**src/rtl/mnist_fc_sequencer.sv**
```systemverilog
// Frame sequencer for one fully connected layer: streams an image in, arms the layer, collects results.
// Optional ReLU on captured results is enabled by defining FC_SEQ_RELU_EN.
module mnist_fc_sequencer #(
  parameter int N_IN    = 784,
  parameter int N_OUT   = 32,
  parameter int TIMEOUT = 4096
) (
  input  logic        clk,
  input  logic        reset,
  input  logic        frame_start,
  output logic        busy,
  output logic        frame_done,
  output logic        error,
  output logic        img_rd_en,
  output logic [9:0]  img_rd_addr,
  input  logic [15:0] img_rd_data,
  output logic        fc_start,
  output logic [15:0] fc_in_data,
  output logic        fc_in_valid,
  input  logic [15:0] fc_out_data,
  input  logic        fc_out_valid,
  input  logic        fc_done,
  output logic        res_wr_en,
  output logic [6:0]  res_wr_addr,
  output logic [15:0] res_wr_data
);

  localparam int          CNT_W     = $clog2(N_OUT + 1);
  localparam logic [9:0]  LAST_ADDR = 10'(N_IN - 1);
  localparam logic [CNT_W-1:0] N_OUT_C = CNT_W'(N_OUT);
  localparam logic [12:0] WD_LIMIT  = 13'(TIMEOUT - 1);
  localparam logic [12:0] WD_MAX    = 13'h1FFF;

  typedef enum logic [2:0] {IDLE, LOAD, ARM, COMPUTE, DONE, ERR} state_t;

  state_t             state_r;
  logic               arm_second_r;
  logic [CNT_W-1:0]   res_cnt_r;
  logic [12:0]        wd_r;

  logic               accept_s;
  logic               overflow_s;
  logic [CNT_W-1:0]   cnt_next_s;
  logic               timeout_s;
  logic               go_err_s;
  logic               go_done_s;

  function automatic logic [15:0] relu(input logic [15:0] d);
`ifdef FC_SEQ_RELU_EN
    relu = d[15] ? 16'h0000 : d;
`else
    relu = d;
`endif
  endfunction

  // Pixel data returns one cycle after the read, aligned with the delayed valid.
  assign fc_in_data = fc_in_valid ? img_rd_data : 16'h0000;

  // COMPUTE-state decisions: result acceptance, count check and watchdog expiry.
  always_comb begin
    accept_s   = fc_out_valid && (res_cnt_r != N_OUT_C);
    overflow_s = fc_out_valid && (res_cnt_r == N_OUT_C);
    cnt_next_s = accept_s ? (res_cnt_r + CNT_W'(1)) : res_cnt_r;
    timeout_s  = !fc_out_valid && (wd_r >= WD_LIMIT);
    go_err_s   = overflow_s || (fc_done && (cnt_next_s != N_OUT_C)) || timeout_s;
    go_done_s  = fc_done && !go_err_s;
  end

  // Frame FSM with all outputs registered.
  always_ff @(posedge clk) begin
    if (reset) begin
      state_r      <= IDLE;
      arm_second_r <= 1'b0;
      res_cnt_r    <= '0;
      wd_r         <= 13'd0;
      busy         <= 1'b0;
      frame_done   <= 1'b0;
      error        <= 1'b0;
      img_rd_en    <= 1'b0;
      img_rd_addr  <= 10'd0;
      fc_start     <= 1'b0;
      fc_in_valid  <= 1'b0;
      res_wr_en    <= 1'b0;
      res_wr_addr  <= 7'd0;
      res_wr_data  <= 16'h0000;
    end else begin
      frame_done  <= 1'b0;
      res_wr_en   <= 1'b0;
      fc_in_valid <= img_rd_en;
      case (state_r)
        IDLE: begin
          if (frame_start) begin
            state_r     <= LOAD;
            busy        <= 1'b1;
            error       <= 1'b0;
            img_rd_en   <= 1'b1;
            img_rd_addr <= 10'd0;
            fc_start    <= 1'b1;
            res_cnt_r   <= '0;
          end else begin
            busy <= 1'b0;
          end
        end
        LOAD: begin
          if (img_rd_addr == LAST_ADDR) begin
            img_rd_en    <= 1'b0;
            img_rd_addr  <= 10'd0;
            arm_second_r <= 1'b0;
            state_r      <= ARM;
          end else begin
            img_rd_addr <= img_rd_addr + 10'd1;
          end
        end
        ARM: begin
          // Second ARM cycle keeps fc_start high with no valid so the layer sees the full count.
          if (arm_second_r) begin
            fc_start <= 1'b0;
            wd_r     <= 13'd1;
            state_r  <= COMPUTE;
          end else begin
            arm_second_r <= 1'b1;
          end
        end
        COMPUTE: begin
          if (fc_out_valid) begin
            wd_r <= 13'd1;
          end else if (wd_r == WD_MAX) begin
            wd_r <= wd_r;
          end else begin
            wd_r <= wd_r + 13'd1;
          end
          if (go_err_s) begin
            error   <= 1'b1;
            state_r <= ERR;
          end else begin
            res_wr_en <= accept_s;
            res_cnt_r <= cnt_next_s;
            if (accept_s) begin
              res_wr_addr <= 7'(res_cnt_r);
              res_wr_data <= relu(fc_out_data);
            end else begin
              res_wr_addr <= res_wr_addr;
            end
            if (go_done_s) begin
              frame_done <= 1'b1;
              state_r    <= DONE;
            end else begin
              state_r <= COMPUTE;
            end
          end
        end
        DONE: begin
          busy    <= 1'b0;
          state_r <= IDLE;
        end
        ERR: begin
          busy    <= 1'b0;
          state_r <= IDLE;
        end
        default: begin
          busy    <= 1'b0;
          state_r <= IDLE;
        end
      endcase
    end
  end

endmodule

```
**config.mk**
```make
export PLATFORM = sky130hd
export DESIGN_NAME = mnist_fc_sequencer
export DESIGN_NICKNAME = d
export VERILOG_FILES = /design/src/rtl/mnist_fc_sequencer.sv
export SDC_FILE = /design/constraint.sdc
export NUM_CORES = 1
export LEC_CHECK = 0
export CELL_PAD_IN_SITES_DETAIL_PLACEMENT = 0
export CELL_PAD_IN_SITES_GLOBAL_PLACEMENT = 1
export CORE_ASPECT_RATIO = 0.7
export CORE_MARGIN = 3
export CORE_UTILIZATION = 34
export DETAILED_ROUTE_END_ITERATION = 8
export GPL_TIMING_DRIVEN = 0
export PLACE_DENSITY = 0.87
export SYNTH_ARGS = -nofsm -noshare
export SYNTH_HDL_FRONTEND = slang
export SYNTH_SLANG_ARGS = --single-unit
```
**constraint.sdc**
```tcl
create_clock -name clk -period 2.9 [get_ports clk]
set_input_delay 0.58 -clock clk [delete_from_list [all_inputs] [get_ports clk]]
set_output_delay 0.58 -clock clk [all_outputs]
set_load 0.01 [all_outputs]
```
==> results of run 1 <==
[kinds of logic (layout without fill, tap and decap cells)]
family,after synthesis,after routing,synth area share [%]
compound gates,60,60,13.1
xor+xnor,12,12,3.40
fa+ha+maj,4,4,1.62
buf+inv,26,133,5.55
flops,62,62,40.2
mux,24,24,7.82
other cells,1,1,0.121
simple gates,167,167,28.2
[area by class of cell]
| class | count | area share (%) |
|---|---|---|
| Inverter | 8 | 0.669 |
| Buffer | 18 | 3.15 |
| Clock inverter | 3 | 1.45 |
| Clock buffer | 13 | 6.03 |
| Timing Repair Buffer | 91 | 20.3 |
| Multi-Input combinational cell | 268 | 37.4 |
| Sequential cell | 62 | 27.7 |
| Tap cell | 120 | 3.35 |
[sequential cells by signal, indices dropped and copies added, names as in the netlist, 3 cells and up]
name,cells
res_wr_data,16
wd_r,13
img_rd_addr,10
res_cnt_r,6
res_wr_addr,6
state_r,3
[synth_stat cells, types with 4 or more instances]
master | count | area share (%)
a21oi_1 | 19 | 3.1
and2_1 | 20 | 4.1
and3_1 | 11 | 2.2
clkbuf_1 | 9 | 1.1
dfxtp_1 | 62 | 40
ha_1 | 4 | 1.6
inv_1 | 8 | 0.97
mux2i_1 | 23 | 7.5
nand2_1 | 23 | 2.8
nand3_1 | 11 | 1.8
nand3b_1 | 6 | 1.5
nand4_1 | 6 | 1.2
nor2_1 | 57 | 6.9
nor3_1 | 5 | 0.81
nor3b_1 | 4 | 0.97
nor4_1 | 4 | 0.81
o21ai_0 | 15 | 2.4
xnor2_1 | 9 | 2.6
[metal layers]
metal  GRT usage, %  up-vias  part of all wire [%]
met5              0        -                     0
met4           4.26        0                   1.1
met3           8.11       11                   9.0
met2           24.4      108                    42
met1           20.7     1361                    48
li1               -     1457                     -
[final timing paths]
| check | from | to | slack [ns] | cells after the start |
|---|---|---|---|---|
| max | fc_out_valid | res_wr_data[1] | 0.33 | 10 |
| min | wd_r[1] | wd_r[1] | 0.49 | 2 |
| max reg2reg | res_cnt_r[0] | res_wr_data[1] | 0.49 | 10 |
| min reg2reg | wd_r[1] | wd_r[1] | 0.49 | 2 |
[worst register-to-register path, stage by stage, from the launching register on]
cell	delay, ns
dfxtp_1	0.45
inv_1	0.11
ha_1	0.23
and3b_1	0.19
a211oi_1	0.28
a311oi_2	0.10
nor4_1	0.26
buf_4	0.26
buf_12	0.17
mux2i_1	0.19
nor2_1	0.06
[stage by stage]
stage / instances / setup WS (ns) / total power [mW]
after floorplan: 356 / 0.714 / 0.964
after global placement: 567 / 0.0394 / 1.07
after detailed placement: 567 / -0.0195 / 1.07
after CTS: 583 / 0.327 / 2.26
after global routing: 583 / 0.160 / 2.32
final: 583 / 0.328 / 2.24
[power groups by stage]
stage          sequential (mW)  clock [mW]  combinational [mW]
2_1_floorplan            0.886           0              0.0780
3_3_place_gp             0.885           0               0.181
3_5_place_dp             0.885           0               0.183
4_1_cts                  0.867        1.21               0.184
5_1_grt                  0.868        1.26               0.200
6_report                 0.867        1.19               0.183
==> metrics.yaml, run 1 <==
outcome: "finished clean"
syn_area_um2: 3090
grt_overflow: 0
avgSynthCellArea_um2: 8.68
grt_max_degree: 11
synth_warnings: 0
slew_viol_final: 0
final.min_clock_period_ns: 2.57
synth_enable_flop_cells: 0
power.leakage_nw: 1.59
endpoint_kind: "flip-flop"
hold_violations: 0
vias: 2937
row_count: 28
clock_path_buffers: 2
path_clk_slew_ns: 0.05
num_io_pins: 93
startpoint_type: "primary input"
postLayoutCellArea_um2: 4490
p_int_mw: 1.78
seq_area_frac_synth_pct: 40.2
die_h_um: 85.8
synth_nets: 397
finalCritPeriodShare_pct: 88.7
core_um2: 8650
drt_iter0_markers: 191
cpLargestDelayFamily: "buffers and inverters"
cp_slowest_cell: "clkdlybuf4s50_1"
routed_wl_um: 8110
cellPowerDensity_nw_per_um2: 500
netlist_instances: 356
clock.fmax_ghz: 0.389
final_common_cell: "clkdlybuf4s50_1"
drive_above_1_share_pct: 7.56
gp_congestion: 0.823
crit_type: "in -> reg"
insertion_delay_ns: 0.33
grt_pass1_wl_um: 13500
nNetsFinal: 499
post-cts-setup-buffer-count: 0
cts_inserted_buffers: 9
async_flop_share_pct: 0
worstMarginPinSlew_ns: 0.546
synth_seq_cells: 62
num-fill-cells: 817
vias_per_cell: 5.04
pwr-share-seq_pct: 38.7
max_slew_margin_pct: 63.6
final_cell_mix: "91 x clkdlybuf4s50_1, 62 x dfxtp_1, 57 x nor2_1"
vdd_drop_max_mv: 0.305
die_area_um2: 10300
area_growth_pct: 45.2
clkSinkCount: 62
fin_util_pct: 51.8
drc: 0
drv_cap: 0
final-seq-area_um2: 1240
clock_power_share_pct: 53.2
fin_worst_skew_ns: 0.00591
critPathMaxFanout: 10
cts_tree: "yes"
crit_chain: "clkdlybuf4s50_1 -> buf_2 -> nand2_1 -> a211oi_1 -> a311oi_2 -> nor4_1 -> buf_4 -> buf_12 -> mux2i_1 -> nor2_1"
grt_pass1_vias: 2842
hpwl_um: 5990
ant_nets: 0
power.switching_mw: 0.463
track_usage_pct: 16.2
ys.flop_type: "dfxtp_1"
drt-pass1-iter-count: 4
comb_power_share_pct: 8.2
h-tree-depth: 3
fin_setup_tns_ns: 0
start_util_pct: 35.7
num_antenna_cells: 0
antenna_found_initial: 0
hold_path_class: "reg -> reg"
required_ns: 3.10
fp.dieW_um: 120
netlist-cell-type-count: 61
cpPeakStageDelay_ns: 0.53
path_buf_inv: 4
post_cts_resized: 0
rsz0062_at_grt: "no"
drt-wirelength-per-cell_um: 13.9
root_buffer: "clkbuf_16"
worstPathArrival_ns: 2.77
setup_viol: 0
multi_input_area_um2: 1680
io_buffers: 91
cts-hold-fix-buffers: 0
hold_slack_ns: 0.487
place_area_um2: 4150
p_sw_share_pct: 20.6
(Power assumes the default switching activity.)
==> run 2: changes to the inputs <==
- PLACE_DENSITY: 0.87 -> default
- PLACE_DENSITY_LB_ADDON: default -> 0.1
- RECOVER_POWER: default -> 50
==> run 2 against run 1 <==
Net effect: core utilization down 0.22 points; wire length up 1.3%; highest routed layer unchanged; first-iteration DRC count down 17%; critical path type unchanged; critical endpoint is now res_wr_addr[3].
==> metrics.yaml, run 2 (same netlist as run 1, synthesis figures left out) <==
row_count: 28
fp.dieW_um: 120
die_area_um2: 10300
slew_viol_final: 0
antenna_found_initial: 0
post-cts-setup-buffer-count: 0
path_clk_slew_ns: 0.05
hold_violations: 0
nNetsFinal: 499
rsz0062_at_grt: "no"
fin_setup_tns_ns: 0
required_ns: 3.10
insertion_delay_ns: 0.33
cts_tree: "yes"
cts_inserted_buffers: 9
clkSinkCount: 62
h-tree-depth: 3
finalCritPeriodShare_pct: 91.6
startpoint_type: "primary input"
worstMarginPinSlew_ns: 0.642
clock.fmax_ghz: 0.377
crit_type: "in -> reg"
vias: 2875
drv_cap: 0
hpwl_um: 5950
num-fill-cells: 864
power.leakage_nw: 1.72
worstPathArrival_ns: 2.85
gp_congestion: 0.825
grt_pass1_vias: 2758
post_cts_resized: 0
area_growth_pct: 44.6
ant_nets: 0
drive_above_1_share_pct: 7.34
track_usage_pct: 16.9
largest_register_ffs: 16
critPathMaxFanout: 10
final.min_clock_period_ns: 2.66
drt_iter0_markers: 158
vdd_drop_max_mv: 0.263
grt_overflow: 0
place_inst: 567
hold_path_class: "reg -> reg"
setup_viol: 0
num_antenna_cells: 0
routed_wl_um: 8210
endpoint_kind: "flip-flop"
clock_path_buffers: 2
cellPowerDensity_nw_per_um2: 491
io_buffers: 91
top_register: "res_wr_data"
reg.largest.list: "res_wr_data (16), wd_r (13), img_rd_addr (10)"
final-seq-area_um2: 1240
fin_cells: 583
multi_input_area_um2: 1680
cts-hold-fix-buffers: 0
root_buffer: "clkbuf_16"
start_util_pct: 35.7
final_cell_mix: "62 x dfxtp_1, 57 x nor2_1, 50 x clkdlybuf4s50_1"
drc: 0
grt_max_degree: 11
fin_worst_skew_ns: 0.00737
num_io_pins: 93
final_common_cell: "dfxtp_1"
hold_slack_ns: 0.483
grt_pass1_wl_um: 13900
drt-wirelength-per-cell_um: 14.1
max_slew_margin_pct: 57.2
die_h_um: 85.8
vias_per_cell: 4.93
outcome: "finished clean"
core_um2: 8650
drt-pass1-iter-count: 4
run 2: cell count changes in the layout (fill, tap and decap cells not counted), sizes merged:
cell / before / now
clkbuf: 23 / 22
clkdlybuf4s50: 91 / 50
clkinv: 1 / 2
dlygate4sd3: 0 / 41
run 2: final cells by class:
type                    instances  share of cell area, %
multi-input cells             268                   37.5
clock inverters                 4                   1.57
well taps                     120                   3.36
plain buffers                  18                   3.17
flip-flops and latches         62                   27.8
inverters                       8                  0.672
repair buffers                 91                   20.4
clock buffers                  12                   5.52
run 2: through the flow:
stage | instance area (µm²) | util (%) | total power [mW] | setup slack, ns
floorplan | 3090 | - | 0.964 | 0.714
global placement | 4150 | 48.0 | 1.07 | -0.0142
detailed placement | 4150 | 48.0 | 1.07 | -0.0141
CTS | 4470 | 51.6 | 2.23 | 0.334
global route | 4470 | 51.6 | 2.28 | 0.0848
finish | 4470 | 51.6 | 2.19 | 0.245
run 2: power by group:
part | switching, mW | total [mW] | internal (mW)
Sequential | 0.00678 | 0.867 | 0.860
Combinational | 0.0854 | 0.181 | 0.0960
Clock | 0.371 | 1.14 | 0.773
run 2: worst paths after layout:
kind                  start              to  slack [ns]  cells past startpoint
max            fc_out_valid  res_wr_addr[3]        0.24                      9
min          res_wr_data[8]  res_wr_data[8]        0.48                      2
max reg2reg    res_cnt_r[0]  res_wr_addr[3]        0.49                     10
min reg2reg  res_wr_data[8]  res_wr_data[8]        0.48                      2
run 2: critical path, cell delays in order:
cell and delay (ns):
dlygate4sd3_1 0.59, and4_4 0.24, o31a_1 0.24, a32o_1 0.24, nor4_1 0.28, buf_4 0.25
buf_12 0.16, mux2i_1 0.20, nor2_1 0.06
run 2: layer usage:
layer  GRT usage, %  share of wire [%]  up-vias
li1               -                  -     1461
met3           7.78                 11        9
met1           21.7                 47     1288
met5              0                  0        -
met2           25.6                 42      117
met4           5.20                1.0        0
